--- src/rtl/decode_control_pipe.sv ---
// RV32I main decoder feeding D->E->M->W control registers, with load-use
// stall detection and branch-flush bubble insertion in front of execute.
module decode_control_pipe #(
  parameter int ALU_OP_W   = 3,
  parameter int REG_ADDR_W = 5,
  parameter int EXTENDED   = 1
) (
  input  logic                    clk,
  input  logic                    rst_n,
  input  logic                    instr_valid_D,
  input  logic [6:0]              opcode_D,
  input  logic [REG_ADDR_W-1:0]   rd_D,
  input  logic [REG_ADDR_W-1:0]   rs1_D,
  input  logic [REG_ADDR_W-1:0]   rs2_D,
  input  logic                    flush_E,
  output logic                    illegal_D,
  output logic                    stall_FD,
  output logic                    flush_D,
  output logic [11+ALU_OP_W-1:0]  ctrl_E,
  output logic                    valid_E,
  output logic [REG_ADDR_W-1:0]   rd_E,
  output logic                    reg_write_M,
  output logic                    mem_write_M,
  output logic [1:0]              result_src_M,
  output logic [REG_ADDR_W-1:0]   rd_M,
  output logic                    valid_M,
  output logic                    reg_write_W,
  output logic [1:0]              result_src_W,
  output logic [REG_ADDR_W-1:0]   rd_W,
  output logic                    valid_W
);

  localparam int CW = 11 + ALU_OP_W;

  localparam logic [6:0] OP_R      = 7'b0110011;
  localparam logic [6:0] OP_I      = 7'b0010011;
  localparam logic [6:0] OP_LOAD   = 7'b0000011;
  localparam logic [6:0] OP_STORE  = 7'b0100011;
  localparam logic [6:0] OP_BRANCH = 7'b1100011;
  localparam logic [6:0] OP_JAL    = 7'b1101111;
  localparam logic [6:0] OP_JALR   = 7'b1100111;
  localparam logic [6:0] OP_LUI    = 7'b0110111;
  localparam logic [6:0] OP_AUIPC  = 7'b0010111;

  logic          reg_write, alu_src_a, alu_src_b, mem_write, branch, jump;
  logic [1:0]    result_src;
  logic [2:0]    imm_src;
  logic [2:0]    alu_op3;
  logic          legal, uses_rs1, uses_rs2;
  logic [CW-1:0] ctrl_D;
  logic [1:0]    result_src_E;
  logic          load_use, bubble;

  always_comb begin
    reg_write  = 1'b0;
    alu_src_a  = 1'b0;
    alu_src_b  = 1'b0;
    mem_write  = 1'b0;
    result_src = 2'b00;
    branch     = 1'b0;
    jump       = 1'b0;
    imm_src    = 3'b000;
    alu_op3    = 3'b000;
    legal      = 1'b1;
    uses_rs1   = 1'b0;
    uses_rs2   = 1'b0;
    case (opcode_D)
      OP_R:      begin reg_write = 1'b1; alu_op3 = 3'b010; uses_rs1 = 1'b1; uses_rs2 = 1'b1; end
      OP_I:      begin reg_write = 1'b1; alu_src_b = 1'b1; alu_op3 = 3'b001; uses_rs1 = 1'b1; end
      OP_LOAD:   begin reg_write = 1'b1; alu_src_b = 1'b1; result_src = 2'b01; uses_rs1 = 1'b1; end
      OP_STORE:  begin alu_src_b = 1'b1; mem_write = 1'b1; imm_src = 3'b001;
                       uses_rs1 = 1'b1; uses_rs2 = 1'b1; end
      OP_BRANCH: begin branch = 1'b1; imm_src = 3'b010; alu_op3 = 3'b011;
                       uses_rs1 = 1'b1; uses_rs2 = 1'b1; end
      OP_JAL:    begin reg_write = 1'b1; result_src = 2'b10; jump = 1'b1; imm_src = 3'b011; end
      OP_JALR:   begin reg_write = 1'b1; alu_src_b = 1'b1; result_src = 2'b10; jump = 1'b1;
                       uses_rs1 = 1'b1; end
      OP_LUI:    begin reg_write = 1'b1; alu_src_b = 1'b1; imm_src = 3'b100; alu_op3 = 3'b100; end
      OP_AUIPC:  begin reg_write = 1'b1; alu_src_a = 1'b1; alu_src_b = 1'b1; imm_src = 3'b100; end
      default:   legal = 1'b0;
    endcase
    if (EXTENDED == 0 && opcode_D != OP_R && opcode_D != OP_I) legal = 1'b0;
    // illegal opcodes carry an all-zero bundle and never claim source registers
    if (!legal) begin
      reg_write  = 1'b0;
      alu_src_a  = 1'b0;
      alu_src_b  = 1'b0;
      mem_write  = 1'b0;
      result_src = 2'b00;
      branch     = 1'b0;
      jump       = 1'b0;
      imm_src    = 3'b000;
      alu_op3    = 3'b000;
      uses_rs1   = 1'b0;
      uses_rs2   = 1'b0;
    end
  end

  assign ctrl_D = {reg_write, alu_src_a, alu_src_b, mem_write, result_src,
                   branch, jump, imm_src, ALU_OP_W'(alu_op3)};

  assign illegal_D    = instr_valid_D & ~legal;
  assign result_src_E = ctrl_E[CW-5:CW-6];

  assign load_use = valid_E & (result_src_E == 2'b01) & (rd_E != '0) & instr_valid_D &
                    ((uses_rs1 & (rs1_D == rd_E)) | (uses_rs2 & (rs2_D == rd_E)));

  // flush wins: a wrong-path D instruction is discarded, never held
  assign stall_FD = load_use & ~flush_E;
  assign flush_D  = flush_E;
  assign bubble   = flush_E | load_use | ~instr_valid_D | illegal_D;

  always_ff @(posedge clk or negedge rst_n) begin
    if (!rst_n) begin
      ctrl_E       <= '0;
      rd_E         <= '0;
      valid_E      <= 1'b0;
      reg_write_M  <= 1'b0;
      mem_write_M  <= 1'b0;
      result_src_M <= 2'b00;
      rd_M         <= '0;
      valid_M      <= 1'b0;
      reg_write_W  <= 1'b0;
      result_src_W <= 2'b00;
      rd_W         <= '0;
      valid_W      <= 1'b0;
    end else begin
      if (bubble) begin
        ctrl_E  <= '0;
        rd_E    <= '0;
        valid_E <= 1'b0;
      end else begin
        ctrl_E  <= ctrl_D;
        rd_E    <= rd_D;
        valid_E <= 1'b1;
      end
      reg_write_M  <= ctrl_E[CW-1];
      mem_write_M  <= ctrl_E[CW-4];
      result_src_M <= result_src_E;
      rd_M         <= rd_E;
      valid_M      <= valid_E;
      reg_write_W  <= reg_write_M;
      result_src_W <= result_src_M;
      rd_W         <= rd_M;
      valid_W      <= valid_M;
    end
  end

endmodule
--- config.mk ---
export PLATFORM = sky130hd
export DESIGN_NAME = decode_control_pipe
export DESIGN_NICKNAME = d
export VERILOG_FILES = /design/src/rtl/decode_control_pipe.sv
export SDC_FILE = /design/constraint.sdc
export NUM_CORES = 1
export LEC_CHECK = 0
export ABC_AREA = 1
export BUFFER_PORTS_ARGS = -buffer_cell sky130_fd_sc_hd__buf_2
export CORE_AREA = 3 3 63 65
export DETAILED_ROUTE_END_ITERATION = 12
export DIE_AREA = 0 0 66 68
export PLACE_DENSITY = 0.8
export SYNTH_ARGS = -nofsm -noshare
export SYNTH_HDL_FRONTEND = slang
export SYNTH_SLANG_ARGS = --single-unit
--- constraint.sdc ---
create_clock -name clk -period 3.7 [get_ports clk]
set_clock_uncertainty 0.05 [all_clocks]
set_input_delay 0.555 -clock clk [delete_from_list [all_inputs] [get_ports clk]]
set_output_delay 0.555 -clock clk [all_outputs]
set_load 0.05 [all_outputs]
==> results of run 1 <==
-- layout by cell type, fill, tap and decap left out, types with 3 or more instances in the layout --
cell	n
sky130_fd_sc_hd__a21oi_1	3
sky130_fd_sc_hd__nand2_1	17
sky130_fd_sc_hd__clkbuf_4	5
sky130_fd_sc_hd__nor2_2	9
sky130_fd_sc_hd__buf_2	67
sky130_fd_sc_hd__nor2_1	30
sky130_fd_sc_hd__inv_1	19
sky130_fd_sc_hd__dfrtp_1	38
sky130_fd_sc_hd__xor2_1	5
sky130_fd_sc_hd__nand3_1	7
-- registers in the layout, summed over array words and instances, names as in the netlist, 2 cells and up --
register      flops
rd_E              5
rd_W              5
ctrl_E           13
rd_M              5
result_src_W      2
result_src_M      2
-- report_power, final --
part / internal (uW) / total [uW] / switching [uW]
logic: 20.4 / 62.7 / 42.3
registers: 417 / 418 / 1.30
clock network: 71.6 / 186 / 114
total: 509 / 666 / 158
-- synthesized netlist by cell type --
library cell,number
sky130_fd_sc_hd__or4_1,1
sky130_fd_sc_hd__nand2_4,1
sky130_fd_sc_hd__and3_1,1
sky130_fd_sc_hd__or2_2,2
sky130_fd_sc_hd__a21oi_2,2
sky130_fd_sc_hd__xnor2_1,2
sky130_fd_sc_hd__buf_4,2
sky130_fd_sc_hd__xor2_1,5
sky130_fd_sc_hd__nand3_1,7
sky130_fd_sc_hd__nand2_1,17
sky130_fd_sc_hd__buf_8,1
sky130_fd_sc_hd__nor2_1,30
sky130_fd_sc_hd__nor4_1,2
sky130_fd_sc_hd__nor3_2,1
sky130_fd_sc_hd__nand4_1,1
sky130_fd_sc_hd__nor2_2,9
sky130_fd_sc_hd__nand3_4,1
sky130_fd_sc_hd__a21oi_1,3
sky130_fd_sc_hd__inv_1,19
sky130_fd_sc_hd__nand3b_1,1
sky130_fd_sc_hd__nand2_2,1
sky130_fd_sc_hd__dfrtp_1,38
sky130_fd_sc_hd__inv_2,2
sky130_fd_sc_hd__nor2_4,1
-- worst register-to-register path, stage by stage (launching register included) --
cell	delay (ns)
sky130_fd_sc_hd__dfrtp_1	0.45
sky130_fd_sc_hd__or2_2	0.31
sky130_fd_sc_hd__a21oi_1	0.12
sky130_fd_sc_hd__nand3_1	0.10
sky130_fd_sc_hd__nand2_1	0.08
sky130_fd_sc_hd__nand2_1	0.10
sky130_fd_sc_hd__nand2_4	0.24
sky130_fd_sc_hd__nor2_1	0.09
-- logic make-up after synthesis --
family	count (synthesis)	synth area share, %
AOI/OAI and AO/OA	5	2.13
xor gates and xnor gates	7	4.01
buffers and inverters	24	7.11
DFF	38	62.1
and+or+nand+nor	76	24.6
-- how the worst max path moves through the flow --
stage,endpoint,depth (start not counted),startpoint
3_5_place_dp,stall_FD,9,opcode_D[2]
2_1_floorplan,stall_FD,6,rd_E[1]$_DFF_PN0_
6_report,stall_FD,7,rd_E[1]$_DFF_PN0_
5_1_grt,stall_FD,7,rd_E[1]$_DFF_PN0_
3_3_place_gp,stall_FD,9,opcode_D[2]
4_1_cts,stall_FD,7,rd_E[1]$_DFF_PN0_
-- layer usage --
layer  GRT usage, %  vias up  wire length, um
met5              0        -                0
met4           8.63        0               83
met3           4.76        9              242
met2           24.4       53             1550
met1           15.9      548             1210
li1               -      595                -
-- per-stage QoR --
| stage | hold WS, ns | power [uW] | instances | area (sq um) |
|---|---|---|---|---|
| after global routing | 0.286 | 703 | 267 | 1940 |
| final | 0.242 | 666 | 267 | 1940 |
| after floorplan | 0.209 | 459 | 150 | 1530 |
| after detailed placement | 0.310 | 490 | 260 | 1890 |
| after global placement | 0.302 | 488 | 260 | 1890 |
| after CTS | 0.260 | 675 | 267 | 1940 |
-- cell type report --
type	instances	share of cell area, %
multi-input cells	88	24.3
repair buffers	67	17.3
flip-flops and latches	38	49.1
well taps	46	2.97
inverters	21	4.07
clock buffers	7	2.32
==> impl_metrics.xml, run 1 <==
<?xml version="1.0" encoding="UTF-8"?>
<metrics>
  <group name="timing">
    <metric name="finalHoldViolCount" unit="">0</metric>
    <metric name="finalSetupViolations" unit="">0</metric>
    <metric name="timing.slew.headroom" unit="%">48.4</metric>
    <metric name="finalCriticalPeriod" unit="ns">2.46</metric>
    <metric name="max_slew.worst_pin.slew" unit="ns">0.775</metric>
    <metric name="totalNegativeSetupSlack" unit="ns">0</metric>
    <metric name="worst_slack" unit="ns">1.24</metric>
    <metric name="rsz0062_at_grt" unit="">no</metric>
    <metric name="crit_share_post_route" unit="%">66.5</metric>
    <metric name="clock.fmax" unit="GHz">0.407</metric>
    <metric name="drv_slew" unit="">0</metric>
  </group>
  <group name="min_path">
    <metric name="hold_path.class" unit="">in2async</metric>
  </group>
  <group name="grt">
    <metric name="grt_pass1_wl" unit="mm">4.76</metric>
    <metric name="total_global_routing_overflow" unit="">0</metric>
    <metric name="antenna_found_initial" unit="">0</metric>
    <metric name="grt_max_degree" unit="">39</metric>
    <metric name="groute.usage.overall" unit="%">14.5</metric>
    <metric name="vias_in_the_first_global_route" unit="">1109</metric>
  </group>
  <group name="layout">
    <metric name="finalCoreUtilization" unit="%">57.2</metric>
    <metric name="final_net_count" unit="">247</metric>
    <metric name="post_route_cells_drive_above_1_share" unit="%">41.6</metric>
    <metric name="n_diodes" unit="">0</metric>
    <metric name="area_growth" unit="%">26.7</metric>
    <metric name="n_fill_cell" unit="">300</metric>
    <metric name="multi_input_area" unit="sq um">470</metric>
    <metric name="layout.area.seq" unit="sq um">951</metric>
  </group>
  <group name="synth">
    <metric name="synth.distinct_cells" unit="">24</metric>
    <metric name="synth_seq_area_share" unit="%">62.1</metric>
    <metric name="synth_fp_nets" unit="">176</metric>
    <metric name="synth_area_leader_cell" unit="">sky130_fd_sc_hd__dfrtp_1</metric>
    <metric name="netlist_instances" unit="">150</metric>
    <metric name="synth_warnings" unit="">0</metric>
    <metric name="synth_top_cells_by_area" unit="">sky130_fd_sc_hd__dfrtp_1 (62%), sky130_fd_sc_hd__nor2_1 (7.4%), sky130_fd_sc_hd__inv_1 (4.7%)</metric>
    <metric name="ys_ff_latch" unit="">38</metric>
    <metric name="post_synth_top_area_share" unit="%">62.1</metric>
    <metric name="avgSynthCellArea" unit="sq um">10.2</metric>
    <metric name="summed_instance_area_of_the_synthesized_netlist" unit="sq um">1530</metric>
  </group>
  <group name="setup_path">
    <metric name="cp.arrival" unit="ns">1.85</metric>
    <metric name="cpLargestDelayFamily" unit="">simple AND/OR/NAND/NOR gates</metric>
    <metric name="critical_path_class" unit="">reg2out</metric>
    <metric name="worst_flop_to_flop_path_startpoint" unit="">rd_E[1]$_DFF_PN0_</metric>
    <metric name="cp_num_buf_inv" unit="">1</metric>
    <metric name="worstSetupEndpointType" unit="">output port</metric>
    <metric name="timing.critical_path.required" unit="ns">3.09</metric>
    <metric name="cell_with_the_largest_stage_delay_on_the_worst_path" unit="">sky130_fd_sc_hd__dfrtp_1</metric>
    <metric name="reg2reg_to" unit="">rd_E[2]$_DFF_PN0_</metric>
    <metric name="timing.critical_path.mode_cell" unit="">sky130_fd_sc_hd__nand2_1</metric>
    <metric name="ff2ff_setup_slack" unit="ns">2.05</metric>
    <metric name="critical_path.cell_chain" unit="">or2_2 -&gt; a21oi_1 -&gt; nand3_1 -&gt; nand2_1 -&gt; nand2_1 -&gt; nor2_1 -&gt; buf_2</metric>
    <metric name="crit_path_max_incr_delay" unit="ns">0.45</metric>
    <metric name="startpoint_type" unit="">flip-flop</metric>
    <metric name="maximum_fanout_along_the_worst_path" unit="">6</metric>
    <metric name="worst_r2r_path_depth" unit="">7</metric>
  </group>
  <group name="die">
    <metric name="initial_core_util" unit="%">45.1</metric>
    <metric name="die_area" unit="sq um">4490</metric>
    <metric name="design.portCount" unit="">68</metric>
    <metric name="die_y" unit="um">68</metric>
    <metric name="die_width" unit="um">66</metric>
    <metric name="core-area" unit="sq um">3390</metric>
    <metric name="rows" unit="">21</metric>
  </group>
  <group name="clocking">
    <metric name="clk_root_buffer_cell" unit="">sky130_fd_sc_hd__clkbuf_4</metric>
    <metric name="cts_inserted_buffers" unit="">5</metric>
    <metric name="clkLatencyLatePin" unit="ns">0.34</metric>
    <metric name="cts.repair.resized" unit="">0</metric>
    <metric name="cts_setup_buffers" unit="">0</metric>
    <metric name="tritoncts_clock_tree" unit="">built</metric>
    <metric name="clk_pin_slew_worst_paths" unit="ns">0.10</metric>
    <metric name="cts-root-to-sink-buffers" unit="">2</metric>
    <metric name="clkSinkCount" unit="">38</metric>
    <metric name="ctsHtreeMaxLevel" unit="">2</metric>
    <metric name="postCtsHoldBufs" unit="">0</metric>
  </group>
  <group name="placement">
    <metric name="place.detailed.hpwl" unit="mm">2.48</metric>
    <metric name="buffer_ports.inserted" unit="">67</metric>
    <metric name="pre_cts_ws" unit="ns">1.24</metric>
    <metric name="weighted_congestion_at_the_end_of_routability_driven_global_placement" unit="">0.913</metric>
  </group>
  <group name="drt">
    <metric name="drt_pre_antenna_iters" unit="">4</metric>
    <metric name="drt-initial-drc-count" unit="">52</metric>
    <metric name="detailroute.via_count" unit="">1205</metric>
    <metric name="post_route_antenna_net_violation_count" unit="">0</metric>
    <metric name="wire_per_inst" unit="um">11.6</metric>
    <metric name="drt-vias-per-instance" unit="">4.51</metric>
    <metric name="drt-total-wl" unit="mm">3.09</metric>
    <metric name="remaining_drc_errors" unit="">0</metric>
  </group>
  <group name="power_and_ir_drop">
    <metric name="cellLeakagePower" unit="uW">0.00114</metric>
    <metric name="max-vdd-ir-drop" unit="V">0.000141</metric>
    <metric name="powerDensity" unit="nW/um^2">344</metric>
  </group>
  <group name="status">
    <metric name="run_status" unit="">complete, no violations</metric>
  </group>
  <group name="flow_run">
    <metric name="maximum_capacitance_violations" unit="">0</metric>
  </group>
</metrics>
(Power assumes the default switching activity.)
==> inputs of run 2 (changes only) <==
==> constraint.sdc (replaced) <==
create_clock -name clk -period 2.4 [get_ports clk]
set_clock_uncertainty 0.05 [all_clocks]
set_input_delay 0.36 -clock clk [delete_from_list [all_inputs] [get_ports clk]]
set_output_delay 0.36 -clock clk [all_outputs]
set_load 0.05 [all_outputs]
==> run 2 against run 1 <==
Against the previous run: worst setup slack got worse by 1.1 ns; critical path depth unchanged; count of clock-buffer cells in the layout increased by 1; first-iteration DRC count increased by 7.7%; combinational power increased by 54%; routed wire length decreased by 0.71%.
==> impl_metrics.xml, run 2 (synthesized netlist as in run 1, its figures left out) <==
<?xml version="1.0" encoding="UTF-8"?>
<metrics>
  <group name="die">
    <metric name="core-area" unit="sq um">3390</metric>
    <metric name="die_y" unit="um">68</metric>
    <metric name="initial_core_util" unit="%">45.1</metric>
    <metric name="die_area" unit="sq um">4490</metric>
    <metric name="design.portCount" unit="">68</metric>
    <metric name="rows" unit="">21</metric>
    <metric name="die_width" unit="um">66</metric>
  </group>
  <group name="setup_path">
    <metric name="reg2reg_to" unit="">rd_E[3]$_DFF_PN0_</metric>
    <metric name="startpoint_type" unit="">flip-flop</metric>
    <metric name="worst_r2r_path_depth" unit="">7</metric>
    <metric name="timing.critical_path.required" unit="ns">1.99</metric>
    <metric name="worstSetupEndpointType" unit="">output port</metric>
    <metric name="ff2ff_setup_slack" unit="ns">0.75</metric>
    <metric name="worst_flop_to_flop_path_startpoint" unit="">rd_E[1]$_DFF_PN0_</metric>
    <metric name="cp.arrival" unit="ns">1.84</metric>
    <metric name="critical_path_class" unit="">reg2out</metric>
    <metric name="maximum_fanout_along_the_worst_path" unit="">6</metric>
  </group>
  <group name="layout">
    <metric name="number_of_flip_flops_in_the_largest_register" unit="">13</metric>
    <metric name="finalCoreUtilization" unit="%">58.3</metric>
    <metric name="largest_register" unit="">ctrl_E</metric>
    <metric name="layout.area.seq" unit="sq um">951</metric>
    <metric name="post_route_cells_drive_above_1_share" unit="%">42.8</metric>
    <metric name="multi_input_area" unit="sq um">470</metric>
    <metric name="finish.cell_count_without_fillers" unit="">268</metric>
    <metric name="layout_commonest_cell" unit="">sky130_fd_sc_hd__buf_2</metric>
    <metric name="mostFrequentLayoutCells" unit="">sky130_fd_sc_hd__buf_2 (66), sky130_fd_sc_hd__dfrtp_1 (38), sky130_fd_sc_hd__nor2_1 (30)</metric>
    <metric name="final_net_count" unit="">247</metric>
    <metric name="area_growth" unit="%">29.0</metric>
    <metric name="n_diodes" unit="">0</metric>
    <metric name="n_fill_cell" unit="">291</metric>
  </group>
  <group name="clocking">
    <metric name="clk_pin_slew_worst_paths" unit="ns">0.10</metric>
    <metric name="clkSinkCount" unit="">38</metric>
    <metric name="postCtsHoldBufs" unit="">0</metric>
    <metric name="cts-root-to-sink-buffers" unit="">2</metric>
    <metric name="clk_root_buffer_cell" unit="">sky130_fd_sc_hd__clkbuf_4</metric>
    <metric name="ctsHtreeMaxLevel" unit="">2</metric>
    <metric name="cts_inserted_buffers" unit="">5</metric>
    <metric name="clkLatencyLatePin" unit="ns">0.34</metric>
    <metric name="tritoncts_clock_tree" unit="">built</metric>
  </group>
  <group name="drt">
    <metric name="post_route_antenna_net_violation_count" unit="">0</metric>
    <metric name="drt-initial-drc-count" unit="">56</metric>
    <metric name="remaining_drc_errors" unit="">0</metric>
    <metric name="drt-vias-per-instance" unit="">4.42</metric>
    <metric name="wire_per_inst" unit="um">11.4</metric>
    <metric name="drt_pre_antenna_iters" unit="">4</metric>
    <metric name="drt-total-wl" unit="mm">3.06</metric>
    <metric name="detailroute.via_count" unit="">1185</metric>
  </group>
  <group name="timing">
    <metric name="rsz0062_at_grt" unit="">no</metric>
    <metric name="totalNegativeSetupSlack" unit="ns">0</metric>
    <metric name="clock.fmax" unit="GHz">0.444</metric>
    <metric name="finalCriticalPeriod" unit="ns">2.25</metric>
    <metric name="max_slew.worst_pin.slew" unit="ns">0.782</metric>
    <metric name="crit_share_post_route" unit="%">93.8</metric>
    <metric name="finalHoldViolCount" unit="">0</metric>
    <metric name="drv_slew" unit="">0</metric>
    <metric name="finalSetupViolations" unit="">0</metric>
    <metric name="timing.slew.headroom" unit="%">47.8</metric>
  </group>
  <group name="grt">
    <metric name="grt_pass1_wl" unit="mm">4.78</metric>
    <metric name="vias_in_the_first_global_route" unit="">1060</metric>
    <metric name="total_global_routing_overflow" unit="">0</metric>
    <metric name="antenna_found_initial" unit="">0</metric>
    <metric name="grt_max_degree" unit="">39</metric>
    <metric name="groute.usage.overall" unit="%">14.6</metric>
  </group>
  <group name="placement">
    <metric name="dpl.cell_count" unit="">260</metric>
    <metric name="buffer_ports.inserted" unit="">67</metric>
    <metric name="weighted_congestion_at_the_end_of_routability_driven_global_placement" unit="">0.913</metric>
    <metric name="place.detailed.hpwl" unit="mm">2.43</metric>
  </group>
  <group name="power_and_ir_drop">
    <metric name="cellLeakagePower" unit="uW">0.00116</metric>
    <metric name="powerDensity" unit="nW/um^2">571</metric>
    <metric name="max-vdd-ir-drop" unit="V">0.000228</metric>
  </group>
  <group name="min_path">
    <metric name="hold_path.class" unit="">in2async</metric>
  </group>
  <group name="flow_run">
    <metric name="maximum_capacitance_violations" unit="">0</metric>
  </group>
  <group name="status">
    <metric name="run_status" unit="">complete, no violations</metric>
  </group>
</metrics>
## run 2: how the worst max path moves through the flow
stage | from | endpoint | slack [ns] | cells past startpoint
after floorplan | rd_E[1]$_DFF_PN0_ | stall_FD | 0.04 | 6
after global placement | opcode_D[2] | stall_FD | 0.39 | 9
after detailed placement | opcode_D[2] | stall_FD | 0.33 | 9
after CTS | rd_E[1]$_DFF_PN0_ | stall_FD | 0.09 | 7
after global routing | rd_E[1]$_DFF_PN0_ | stall_FD | 0.002 | 7
final | rd_E[1]$_DFF_PN0_ | stall_FD | 0.15 | 7
## run 2: stage by stage
step           total power (uW)  cell area [sq um]  hold slack (ns)  worst slack [ns]
2_1_floorplan               708               1530           0.0144            0.0378
3_3_place_gp                753               1890            0.302             0.389
3_5_place_dp                755               1890            0.310             0.333
4_1_cts                    1140               1970           0.0623            0.0883
5_1_grt                    1190               1970           0.0782           0.00227
6_report                   1130               1970           0.0460             0.148
## run 2: area by class of cell
class                      count  share of cell area, %
timing repair buffer          67                   17.1
tap                           46                   2.92
inverter                      21                   3.99
sequential                    38                   48.2
clock buffer                   8                   3.99
multi-input combinational     88                   23.8
## run 2: worst max-delay path, cell delays in order (launching register included)
cell and delay [ns]:
sky130_fd_sc_hd__dfrtp_1 0.45, sky130_fd_sc_hd__or2_2 0.31, sky130_fd_sc_hd__a21oi_1 0.12, sky130_fd_sc_hd__nand3_1 0.10, sky130_fd_sc_hd__nand2_1 0.07, sky130_fd_sc_hd__nand2_1 0.11
sky130_fd_sc_hd__nor2_1 0.11, sky130_fd_sc_hd__clkbuf_4 0.23
## run 2: what timing repair did
action                     4_1_cts  5_1_grt
resized for setup                0        1
buffers inserted                 0        0
setup endpoints to repair        0        1
## run 2: layer usage
metal / wire length (um) / share of wire [%] / vias up / GRT usage (%)
li1: - / - / 597 / -
met1: 1250 / 41 / 537 / 17.2
met2: 1520 / 50 / 45 / 23.5
met3: 228 / 7.4 / 6 / 5.09
met4: 72 / 2.3 / 0 / 7.61
met5: 0 / 0 / - / 0
## run 2: power by group
group | total [uW] | internal (uW) | switching [uW]
registers | 645 | 643 | 1.99
clock network | 387 | 200 | 187
logic | 96.7 | 31.4 | 65.3
==> inputs of run 3 (changes only) <==
==> config.mk (replaced) <==
export PLATFORM = sky130hd
export DESIGN_NAME = decode_control_pipe
export DESIGN_NICKNAME = d
export VERILOG_FILES = /design/src/rtl/decode_control_pipe.sv
export SDC_FILE = /design/constraint.sdc
export NUM_CORES = 1
export LEC_CHECK = 0
export BUFFER_PORTS_ARGS = -buffer_cell sky130_fd_sc_hd__buf_2
export CAP_MARGIN = 10
export CORE_AREA = 3 3 62 64
export DETAILED_ROUTE_END_ITERATION = 12
export DIE_AREA = 0 0 65 67
export PLACE_DENSITY = 0.82
export SYNTH_ARGS = -nofsm -noshare
export SYNTH_HDL_FRONTEND = slang
export SYNTH_SLANG_ARGS = --single-unit
==> run 3 against run 2 <==
Against the previous run: the run now ends with setup timing left; sequential share of layout area fell by 2.7 points; final area rose by 6.1%; synthesized area fell by 1.7%; global-route usage rose by 1.8 points; clock power rose by 43%; die area fell by 3.0%; critical path type unchanged; largest power group unchanged; highest routed layer unchanged.
==> impl_metrics.xml, run 3 <==
<?xml version="1.0" encoding="UTF-8"?>
<metrics>
  <group name="synth">
    <metric name="synth_enable_flop_cells" unit="">0</metric>
    <metric name="synth_top_cells_by_count" unit="">sky130_fd_sc_hd__dfrtp_1 (38), sky130_fd_sc_hd__nor2_1 (15), sky130_fd_sc_hd__xor2_1 (11), sky130_fd_sc_hd__nand2_1 (9), sky130_fd_sc_hd__nor4_1 (6)</metric>
    <metric name="synth.distinct_cells" unit="">31</metric>
    <metric name="synth_flop_cell" unit="">sky130_fd_sc_hd__dfrtp_1</metric>
    <metric name="synth_area_leader_cell" unit="">sky130_fd_sc_hd__dfrtp_1</metric>
    <metric name="yosysMostFrequentCell" unit="">sky130_fd_sc_hd__dfrtp_1</metric>
    <metric name="summed_instance_area_of_the_synthesized_netlist" unit="sq um">1500</metric>
    <metric name="async_flop_share" unit="%">100</metric>
    <metric name="avgSynthCellArea" unit="sq um">11.9</metric>
    <metric name="netlist_instances" unit="">126</metric>
    <metric name="ys_ff_latch" unit="">38</metric>
    <metric name="synth_warnings" unit="">0</metric>
    <metric name="post_synth_top_area_share" unit="%">63.2</metric>
    <metric name="synth_top_cells_by_area" unit="">sky130_fd_sc_hd__dfrtp_1 (63%), sky130_fd_sc_hd__xor2_1 (6.4%), sky130_fd_sc_hd__nor2_1 (3.7%)</metric>
    <metric name="synth_seq_area_share" unit="%">63.2</metric>
    <metric name="synth_fp_nets" unit="">152</metric>
  </group>
  <group name="timing">
    <metric name="drv_slew" unit="">0</metric>
    <metric name="fin_worst_hold_slack" unit="ns">0.0493</metric>
    <metric name="worst_slack" unit="ns">-0.0126</metric>
    <metric name="timing.slew.headroom" unit="%">46.6</metric>
    <metric name="rsz0062_at_grt" unit="">yes</metric>
    <metric name="finalSetupViolations" unit="">1</metric>
    <metric name="clock.fmax" unit="GHz">0.414</metric>
    <metric name="finalCriticalPeriod" unit="ns">2.41</metric>
    <metric name="finalHoldViolCount" unit="">0</metric>
    <metric name="crit_share_post_route" unit="%">101</metric>
    <metric name="max_slew.worst_pin.slew" unit="ns">0.801</metric>
  </group>
  <group name="die">
    <metric name="design.portCount" unit="">68</metric>
    <metric name="rows" unit="">21</metric>
    <metric name="die_y" unit="um">67</metric>
    <metric name="die_area" unit="sq um">4360</metric>
    <metric name="core-area" unit="sq um">3340</metric>
    <metric name="die_width" unit="um">65</metric>
    <metric name="initial_core_util" unit="%">45.1</metric>
  </group>
  <group name="setup_path">
    <metric name="crit_path_max_incr_delay" unit="ns">0.47</metric>
    <metric name="startpoint_type" unit="">flip-flop</metric>
    <metric name="worst_flop_to_flop_path_startpoint" unit="">rd_E[2]$_DFF_PN0_</metric>
    <metric name="ff2ff_setup_slack" unit="ns">0.15</metric>
    <metric name="timing.critical_path.mode_cell" unit="">sky130_fd_sc_hd__nor4_2</metric>
    <metric name="worstSetupEndpointType" unit="">output port</metric>
    <metric name="worst_r2r_path_depth" unit="">8</metric>
    <metric name="critical_path_class" unit="">reg2out</metric>
    <metric name="timing.critical_path.required" unit="ns">1.99</metric>
    <metric name="cell_with_the_largest_stage_delay_on_the_worst_path" unit="">sky130_fd_sc_hd__dfrtp_2</metric>
    <metric name="reg2reg_to" unit="">ctrl_E[3]$_DFF_PN0_</metric>
    <metric name="critical_path.cell_chain" unit="">xor2_2 -&gt; nor4_2 -&gt; a22oi_2 -&gt; nor4_2 -&gt; nor2b_4 -&gt; buf_6</metric>
    <metric name="cp.arrival" unit="ns">2.00</metric>
    <metric name="maximum_fanout_along_the_worst_path" unit="">4</metric>
  </group>
  <group name="placement">
    <metric name="dpl.cell_count" unit="">243</metric>
    <metric name="pre_cts_ws" unit="ns">0.0165</metric>
    <metric name="place.detailed.hpwl" unit="mm">2.55</metric>
    <metric name="weighted_congestion_at_the_end_of_routability_driven_global_placement" unit="">0.913</metric>
    <metric name="place_area" unit="sq um">1940</metric>
    <metric name="buffer_ports.inserted" unit="">67</metric>
  </group>
  <group name="clocking">
    <metric name="tritoncts_clock_tree" unit="">built</metric>
    <metric name="clk_root_buffer_cell" unit="">sky130_fd_sc_hd__clkbuf_4</metric>
    <metric name="ctsHtreeMaxLevel" unit="">2</metric>
    <metric name="clkLatencyLatePin" unit="ns">0.34</metric>
    <metric name="postCtsHoldBufs" unit="">0</metric>
    <metric name="cts-root-to-sink-buffers" unit="">2</metric>
    <metric name="cts_inserted_buffers" unit="">5</metric>
    <metric name="clk_pin_slew_worst_paths" unit="ns">0.12</metric>
    <metric name="clkSinkCount" unit="">38</metric>
  </group>
  <group name="layout">
    <metric name="number_of_flip_flops_in_the_largest_register" unit="">13</metric>
    <metric name="area_growth" unit="%">39.4</metric>
    <metric name="final_net_count" unit="">232</metric>
    <metric name="layout.area.seq" unit="sq um">953</metric>
    <metric name="largest_register" unit="">ctrl_E</metric>
    <metric name="finish.cell_count_without_fillers" unit="">253</metric>
    <metric name="n_fill_cell" unit="">282</metric>
    <metric name="mostFrequentLayoutCells" unit="">sky130_fd_sc_hd__buf_2 (66), sky130_fd_sc_hd__dfrtp_1 (36), sky130_fd_sc_hd__nor2_1 (15)</metric>
    <metric name="multi_input_area" unit="sq um">531</metric>
    <metric name="post_route_cells_drive_above_1_share" unit="%">46.4</metric>
    <metric name="stdcell_area" unit="sq um">2100</metric>
    <metric name="n_diodes" unit="">0</metric>
    <metric name="layout_commonest_cell" unit="">sky130_fd_sc_hd__buf_2</metric>
  </group>
  <group name="power_and_ir_drop">
    <metric name="max-vdd-ir-drop" unit="V">0.000231</metric>
    <metric name="design_power_total" unit="uW">1330</metric>
    <metric name="powerDensity" unit="nW/um^2">634</metric>
    <metric name="cellLeakagePower" unit="uW">0.00119</metric>
  </group>
  <group name="grt">
    <metric name="grt_pass1_wl" unit="mm">5.36</metric>
    <metric name="grt_max_degree" unit="">39</metric>
    <metric name="vias_in_the_first_global_route" unit="">1210</metric>
    <metric name="groute.usage.overall" unit="%">16.3</metric>
    <metric name="antenna_found_initial" unit="">0</metric>
    <metric name="total_global_routing_overflow" unit="">0</metric>
  </group>
  <group name="status">
    <metric name="failed_checks" unit="">setup timing</metric>
    <metric name="run_status" unit="">complete, but fails checks</metric>
  </group>
  <group name="drt">
    <metric name="drt_pre_antenna_iters" unit="">6</metric>
    <metric name="drt-initial-drc-count" unit="">61</metric>
    <metric name="remaining_drc_errors" unit="">0</metric>
    <metric name="detailroute.via_count" unit="">1244</metric>
    <metric name="post_route_antenna_net_violation_count" unit="">0</metric>
    <metric name="drt-vias-per-instance" unit="">4.92</metric>
    <metric name="wire_per_inst" unit="um">13.7</metric>
    <metric name="drt-total-wl" unit="mm">3.46</metric>
  </group>
  <group name="flow_run">
    <metric name="maximum_capacitance_violations" unit="">0</metric>
  </group>
  <group name="min_path">
    <metric name="hold_path.class" unit="">in2async</metric>
  </group>
</metrics>
run 3: changes by cell type after synthesis, moves of 3 or more:
| cell | delta |
|---|---|
| sky130_fd_sc_hd__inv_1 | -18 |
| sky130_fd_sc_hd__nor2_1 | -15 |
| sky130_fd_sc_hd__nor2_2 | -9 |
| sky130_fd_sc_hd__nand2_1 | -8 |
| sky130_fd_sc_hd__xor2_1 | +6 |
| sky130_fd_sc_hd__nor2b_1 | +5 |
| sky130_fd_sc_hd__nor3b_1 | +5 |
| sky130_fd_sc_hd__nand3_1 | -4 |
| sky130_fd_sc_hd__nor3_1 | +4 |
| sky130_fd_sc_hd__nor4_1 | +4 |
| sky130_fd_sc_hd__nand2b_1 | +3 |
| sky130_fd_sc_hd__o21ai_0 | +3 |
run 3: cell families (layout without fill, tap and decap cells):
group,after synthesis,count (layout),synth area share [%]
buffers and inverters,8,89,3.24
AO/OA/AOI/OAI,11,11,5.16
AND/OR/NAND/NOR,57,57,21.4
flip-flops,38,38,63.2
XOR/XNOR,12,12,6.99
run 3: worst max-delay path, delay by kind of cell (launching register included):
family	cells	cell delay, ns
AO/OA/AOI/OAI	1	0.14
buffers and inverters	1	0.16
flip-flops	1	0.47
AND/OR/NAND/NOR	3	0.73
XOR/XNOR	1	0.16
run 3: how the worst max path moves through the flow:
| stage | cells past startpoint | slack (ns) | start | endpoint |
|---|---|---|---|---|
| after CTS | 6 | -0.03 | rd_E[2]$_DFF_PN0_ | stall_FD |
| after global placement | 8 | 0.1 | opcode_D[4] | stall_FD |
| after detailed placement | 7 | 0.02 | opcode_D[6] | stall_FD |
| after floorplan | 5 | 0.03 | rd_E[4]$_DFF_PN0_ | stall_FD |
| final | 6 | -0.01 | rd_E[2]$_DFF_PN0_ | stall_FD |
| after global routing | 6 | -0.10 | rd_E[2]$_DFF_PN0_ | stall_FD |
run 3: cell type report:
class,count,area share [%]
well taps,46,2.75
flip-flops and latches,38,45.5
clock inverters,2,2.87
clock buffers,6,2.45
inverters,1,0.179
multi-input cells,80,25.3
repair buffers,80,21.0
run 3: what timing repair did:
item                       in CTS  in global routing
gates resized for setup         5                  0
pin swaps                       4                  0
setup buffers                   2                  0
setup endpoints to repair       1                  1
run 3: power breakdown:
group	internal (uW)	leakage [uW]	total [uW]	switching, uW
clock network	353	0.0000585	555	202
logic	46.9	0.000602	129	81.7
registers	644	0.000527	646	2.38
total	1040	0.00119	1330	286
run 3: routing by layer:
layer	part of all wire [%]	global-route usage, %	vias to the layer above
met5	0	0	-
li1	-	-	591
met2	53	29.0	55
met1	38	18.7	592
met3	7.9	2.53	6
met4	1.9	8.97	0
run 3: metrics by stage:
step                setup TNS (ns)  util, %
floorplan                        0        -
global placement                 0     58.3
detailed placement               0     58.3
CTS                        -0.0272     62.8
global route                -0.103     62.8
finish                     -0.0126     62.8
